--- config.mk ---
export PLATFORM = sky130hd
export DESIGN_NAME = preio_rx_deser
export DESIGN_NICKNAME = d
export VERILOG_FILES = /design/src/rtl/preio_rx_pkg.sv /design/src/rtl/preio_rx_fifo2.sv /design/src/rtl/preio_rx_deser.sv
export SDC_FILE = /design/constraint.sdc
export NUM_CORES = 1
export LEC_CHECK = 0
export CORE_AREA = 3 3 77 64
export CTS_CLUSTER_DIAMETER = 100
export DETAILED_ROUTE_END_ITERATION = 12
export DIE_AREA = 0 0 80 67
export PLACE_DENSITY = 0.69
export SLEW_MARGIN = 20
export SYNTH_ARGS = -nofsm -noshare
export SYNTH_HDL_FRONTEND = slang
export SYNTH_SLANG_ARGS = --single-unit
--- constraint.sdc ---
create_clock -name pad_clk -period 2 [get_ports pad_clk]
set_input_delay 0.5 -clock pad_clk [delete_from_list [all_inputs] [get_ports pad_clk]]
set_output_delay 0.5 -clock pad_clk [all_outputs]
set_load 0.01 [all_outputs]
--- src/rtl/preio_rx_pkg.sv ---
// preio_rx_pkg: shared types and helpers for the PREIO receive deserializer.
package preio_rx_pkg;

    typedef enum logic [1:0] {IDLE, HUNT, LOCKED} state_e;

    localparam logic [7:0] SYNC_WORD_DEF = 8'hA5;

    function automatic int cnt_w(input int n);
        return (n <= 1) ? 1 : $clog2(n);
    endfunction

endpackage

--- src/rtl/preio_rx_fifo2.sv ---
// preio_rx_fifo2: 2-entry first-word-fall-through FIFO with drop-on-full indication.
module preio_rx_fifo2 #(
    parameter int WIDTH = 8
) (
    input  logic             clk_i,
    input  logic             rst_i,
    input  logic             flush_i,
    input  logic             push_i,
    input  logic [WIDTH-1:0] din_i,
    input  logic             pop_i,
    output logic [WIDTH-1:0] dout_o,
    output logic             empty_o,
    output logic             drop_o
);

    logic [WIDTH-1:0] mem_q [2];
    logic             wp_q, rp_q;
    logic [1:0]       cnt_q;
    logic             full, pop, wr;

    assign full    = cnt_q == 2'd2;
    assign empty_o = cnt_q == 2'd0;
    assign pop     = pop_i & ~empty_o;
    // A pop in the same cycle frees the slot, so a full FIFO still accepts the push.
    assign wr      = push_i & (~full | pop);
    assign drop_o  = push_i & full & ~pop;
    assign dout_o  = mem_q[rp_q];

    always_ff @(posedge clk_i) begin
        if (rst_i | flush_i) begin
            mem_q <= '{default: '0};
            wp_q  <= 1'b0;
            rp_q  <= 1'b0;
            cnt_q <= 2'd0;
        end else begin
            if (wr) begin
                mem_q[wp_q] <= din_i;
                wp_q        <= ~wp_q;
            end
            if (pop) rp_q <= ~rp_q;
            cnt_q <= cnt_q + {1'b0, wr} - {1'b0, pop};
        end
    end

endmodule

--- src/rtl/preio_rx_deser.sv ---
// preio_rx_deser: synchronizes the pad serial stream, locks onto sync words and
// delivers framed MSB-first data words through a 2-entry FIFO.
module preio_rx_deser
    import preio_rx_pkg::*;
#(
    parameter int               WIDTH       = 8,
    parameter int               SYNC_STAGES = 2,
    parameter logic [WIDTH-1:0] SYNC_WORD   = WIDTH'(SYNC_WORD_DEF),
    parameter int               FRAME_LEN   = 16,
    parameter int               ERR_LIMIT   = 2
) (
    input  logic             pad_clk,
    input  logic             pad_reset,
    input  logic             pad_inpad,
    input  logic             enable,
    input  logic             word_ready,
    output logic [WIDTH-1:0] word_data,
    output logic             word_valid,
    output logic             locked,
    output logic             lost_lock,
    output logic             overflow,
    input  logic             overflow_clr
);

    localparam int BW = cnt_w(WIDTH);
    localparam int WW = cnt_w(FRAME_LEN + 1);
    localparam int EW = cnt_w(ERR_LIMIT + 1);

    state_e                 state_q, state_d;
    logic [SYNC_STAGES-1:0] sync_q;
    logic [WIDTH-1:0]       sr_q, sr_d, push_data_q;
    logic [BW-1:0]          bit_q, bit_d;
    logic [WW-1:0]          word_q, word_d;
    logic [EW-1:0]          err_q, err_d;
    logic                   push_q, push_d, lost_q, lost_d, ovf_q, ovf_d;
    logic                   s, word_done, empty, drop;

    assign s         = sync_q[SYNC_STAGES-1];
    assign word_done = bit_q == BW'(WIDTH - 1);
    assign ovf_d     = drop | (ovf_q & ~overflow_clr);

    always_comb begin
        state_d = state_q;
        bit_d   = bit_q;
        word_d  = word_q;
        err_d   = err_q;
        push_d  = 1'b0;
        lost_d  = 1'b0;
        sr_d    = (state_q == IDLE) ? sr_q : {sr_q[WIDTH-2:0], s};
        if (!enable) begin
            state_d = IDLE;
        end else if (state_q == IDLE) begin
            state_d = HUNT;
        end else if (state_q == HUNT) begin
            if (sr_d == SYNC_WORD) begin
                state_d = LOCKED;
                bit_d   = '0;
                word_d  = '0;
                err_d   = '0;
            end
        end else begin
            bit_d = word_done ? '0 : bit_q + 1'b1;
            if (word_done) begin
                if (word_q != WW'(FRAME_LEN)) begin
                    push_d = 1'b1;
                    word_d = word_q + 1'b1;
                end else if (sr_d == SYNC_WORD) begin
                    err_d  = '0;
                    word_d = '0;
                end else if (err_q != EW'(ERR_LIMIT - 1)) begin
                    err_d  = err_q + 1'b1;
                    word_d = '0;
                end else begin
                    state_d = HUNT;
                    lost_d  = 1'b1;
                end
            end
        end
    end

    always_ff @(posedge pad_clk) begin
        if (pad_reset) begin
            state_q     <= IDLE;
            sync_q      <= '0;
            sr_q        <= '0;
            bit_q       <= '0;
            word_q      <= '0;
            err_q       <= '0;
            push_q      <= 1'b0;
            push_data_q <= '0;
            lost_q      <= 1'b0;
            ovf_q       <= 1'b0;
        end else begin
            state_q     <= state_d;
            sync_q      <= {sync_q[SYNC_STAGES-2:0], pad_inpad};
            sr_q        <= sr_d;
            bit_q       <= bit_d;
            word_q      <= word_d;
            err_q       <= err_d;
            push_q      <= push_d;
            push_data_q <= sr_d;
            lost_q      <= lost_d;
            ovf_q       <= ovf_d;
        end
    end

    preio_rx_fifo2 #(.WIDTH(WIDTH)) u_fifo (
        .clk_i   (pad_clk),
        .rst_i   (pad_reset),
        .flush_i (~enable),
        .push_i  (push_q),
        .din_i   (push_data_q),
        .pop_i   (word_ready),
        .dout_o  (word_data),
        .empty_o (empty),
        .drop_o  (drop)
    );

    assign word_valid = ~empty;
    assign locked     = state_q == LOCKED;
    assign lost_lock  = lost_q;
    assign overflow   = ovf_q;

endmodule

==> flow_summary.yaml <==
timing:
  slew_headroom_pct: 54.1
  rsz0062_at_grt: "no"
  final_max_slew_viol_count: 0
  fin_crit_ps: 1900
  worst_slack_ps: 96.7
  finalSetupViolCount: 0
  skew_ps: 5.14
  worst_pin_slew_ps: 685
  hold_violations: 0
  whs_ps: 459
  finalCritPeriodShare_pct: 95.2
  fmax_mhz: 525
global_routing:
  antenna_found_initial: 0
  grt_pass1_wl_um: 7130
  grt_util_all_layers_pct: 17.3
  grt_max_degree: 18
  overflow: 0
  grt_pass1_vias: 1531
clocking:
  path_clk_slew_ps: 80
  ctsHoldBuffers: 0
  cts_buffers: 5
  clock_latency_ps: 290
  clock_sinks: 45
  cts-root-buf: "clkbuf_8"
  clk_path_buf_depth: 2
  cts_tree: "yes"
  cts.htree.levels: 2
layout:
  diodes: 0
  fillers: 394
  postLayoutCoreUtil_pct: 60.2
  nNetsFinal: 261
  drive_above_1_share_pct: 16.1
  fin_cells: 306
  syn_to_final_growth_pct: 21.5
power:
  ir_drop_uv: 514
  power.density_nw_per_um2: 654
  leakage_nw: 1.02
critical_path:
  required_ps: 1500
  setup.worst_path.start_class: "register"
  path_max_fanout: 10
  path_class: "reg2out"
  cp.arrival_ps: 1400
  crit_path_end_kind: "output port"
floorplan:
  start_util_pct: 49.6
  row_count: 21
  die_h_um: 67
  core_region_area_sq_um: 4200
  ios: 18
  dieWidth_um: 80
  dieArea_sq_um: 5360
routing:
  drtPass1Iterations: 4
  routed_wl_um: 3990
  drc: 0
  wl_per_cell_um: 13.0
  via_count: 1585
  ant_nets: 0
  first_iter_violations: 107
  viasPerCell: 5.18
synth:
  syn_inst: 221
  synthTopCellsByCount: "dfxtp_1, nor2_1, mux2i_1"
  async_flop_share_pct: 0
  netlist_area_sq_um: 2080
  synth_cell_type_count: 45
  synth_area_leader_cell: "dfxtp_1"
  synth_top_cell_area_share_pct: 43.2
  synth-edff-count: 0
  ys_seq_area_share_pct: 43.2
  synth.most_common_cell: "dfxtp_1"
  syn_avg_cell_area_sq_um: 9.43
  yosys-top-cells-area: "dfxtp_1, mux2i_1, mux2_2"
  synth_ff_type: "dfxtp_1"
  syn_nets: 234
  yosys_warnings: 0
  ys_ff_latch: 45
hold_path:
  hold_class: "reg2reg"
placed_design:
  gp_congestion: 0.847
  place_hpwl_um: 2920
  port-buffer-count: 17
  pre_cts_ws_ps: -55.6
  placedCellCount: 296
outcome:
  status: "finished, final reports clean"
run:
  max_cap_viol_count: 0
## kinds of logic (layout without fill, tap and decap cells)
| family | Yosys count | in the layout | synth area share, % |
|---|---|---|---|
| adders and majority gates | 7 | 7 | 4.20 |
| xor gates and xnor gates | 4 | 4 | 1.68 |
| DFF | 45 | 45 | 43.2 |
| and+or+nand+nor | 77 | 77 | 20.6 |
| AOI/OAI and AO/OA | 43 | 43 | 13.2 |
| muxes | 27 | 27 | 13.5 |
| buffers and inverters | 18 | 46 | 3.54 |
## critical path, stage by stage (launching register included)
cell	delay [ps]
dfxtp_4	400
nor2b_1	170
clkdlybuf4s50_1	550
## final cells by class
cell class,instances,area (sq um),area share [%]
inverters,7,26.3,1.04
well taps,57,71.3,2.82
flip-flops and latches,45,906,35.8
clock inverters,1,30.0,1.19
repair buffers,31,303,12.0
multi-input cells,158,1110,43.8
clock buffers,7,86.3,3.41
## placed cells by master, fill, tap and decap left out, types with 6 or more instances in the layout
master / instances
dlygate4sd2_1: 8
clkdlybuf4s50_1: 9
nor2b_1: 7
a21oi_1: 14
mux2_2: 9
clkbuf_8: 6
buf_4: 11
o21ai_0: 10
inv_1: 7
ha_1: 7
nand2_1: 13
dfxtp_1: 43
nor2_1: 27
mux2i_1: 18
## power by group
group	switching [mW]	internal, mW	total, mW
clock	0.286	0.407	0.693
sequential	0.00368	0.897	0.901
combinational	0.0344	0.0288	0.0631
## what timing repair did
| action | in CTS | in global routing |
|---|---|---|
| setup buffers | 0 | 2 |
| gates resized for setup | 9 | 2 |
| endpoints found under the setup margin | 9 | 2 |
| pin swaps | 0 | 2 |
## sequential cells by signal (all words and copies together) (netlist names)
name          count
push_q            1
overflow          1
u_fifo.rp_q       1
sync_q            2
err_q             2
push_data_q       8
state_q           2
bit_q             3
u_fifo.cnt_q      2
word_q            5
u_fifo.mem_q     16
u_fifo.wp_q       1
lost_lock         1
## per-stage QoR
| step | setup TNS [ps] | total power [mW] | instance area, sq um |
|---|---|---|---|
| CTS | 0 | 1.68 | 2510 |
| finish | 0 | 1.66 | 2530 |
| detailed placement | -55.6 | 0.987 | 2400 |
| global route | 0 | 1.72 | 2530 |
| floorplan | 0 | 0.954 | 2080 |
| global placement | -24.7 | 0.986 | 2400 |
## worst paths after layout
path                            slack (ps)               startpoint                     end  cells past startpoint
worst max register to register         180   word_q[1]$_SDFFE_PP0P_  word_q[4]$_SDFFE_PP0P_                      7
worst max-delay path                   100  state_q[1]$_SDFFE_PP0P_                  locked                      2
worst min-delay path                   460     sync_q[0]$_SDFF_PP0_    sync_q[1]$_SDFF_PP0_                      1
worst min register to register         460     sync_q[0]$_SDFF_PP0_    sync_q[1]$_SDFF_PP0_                      1
## layer usage
layer | global-route usage, % | vias up | routed length, um
met5 | 0 | - | 0
met4 | 6.96 | 0 | 70
met3 | 4.05 | 6 | 150
met2 | 25.4 | 29 | 1670
met1 | 24.3 | 721 | 2100
li1 | - | 829 | -
(Power assumes the default switching activity.)
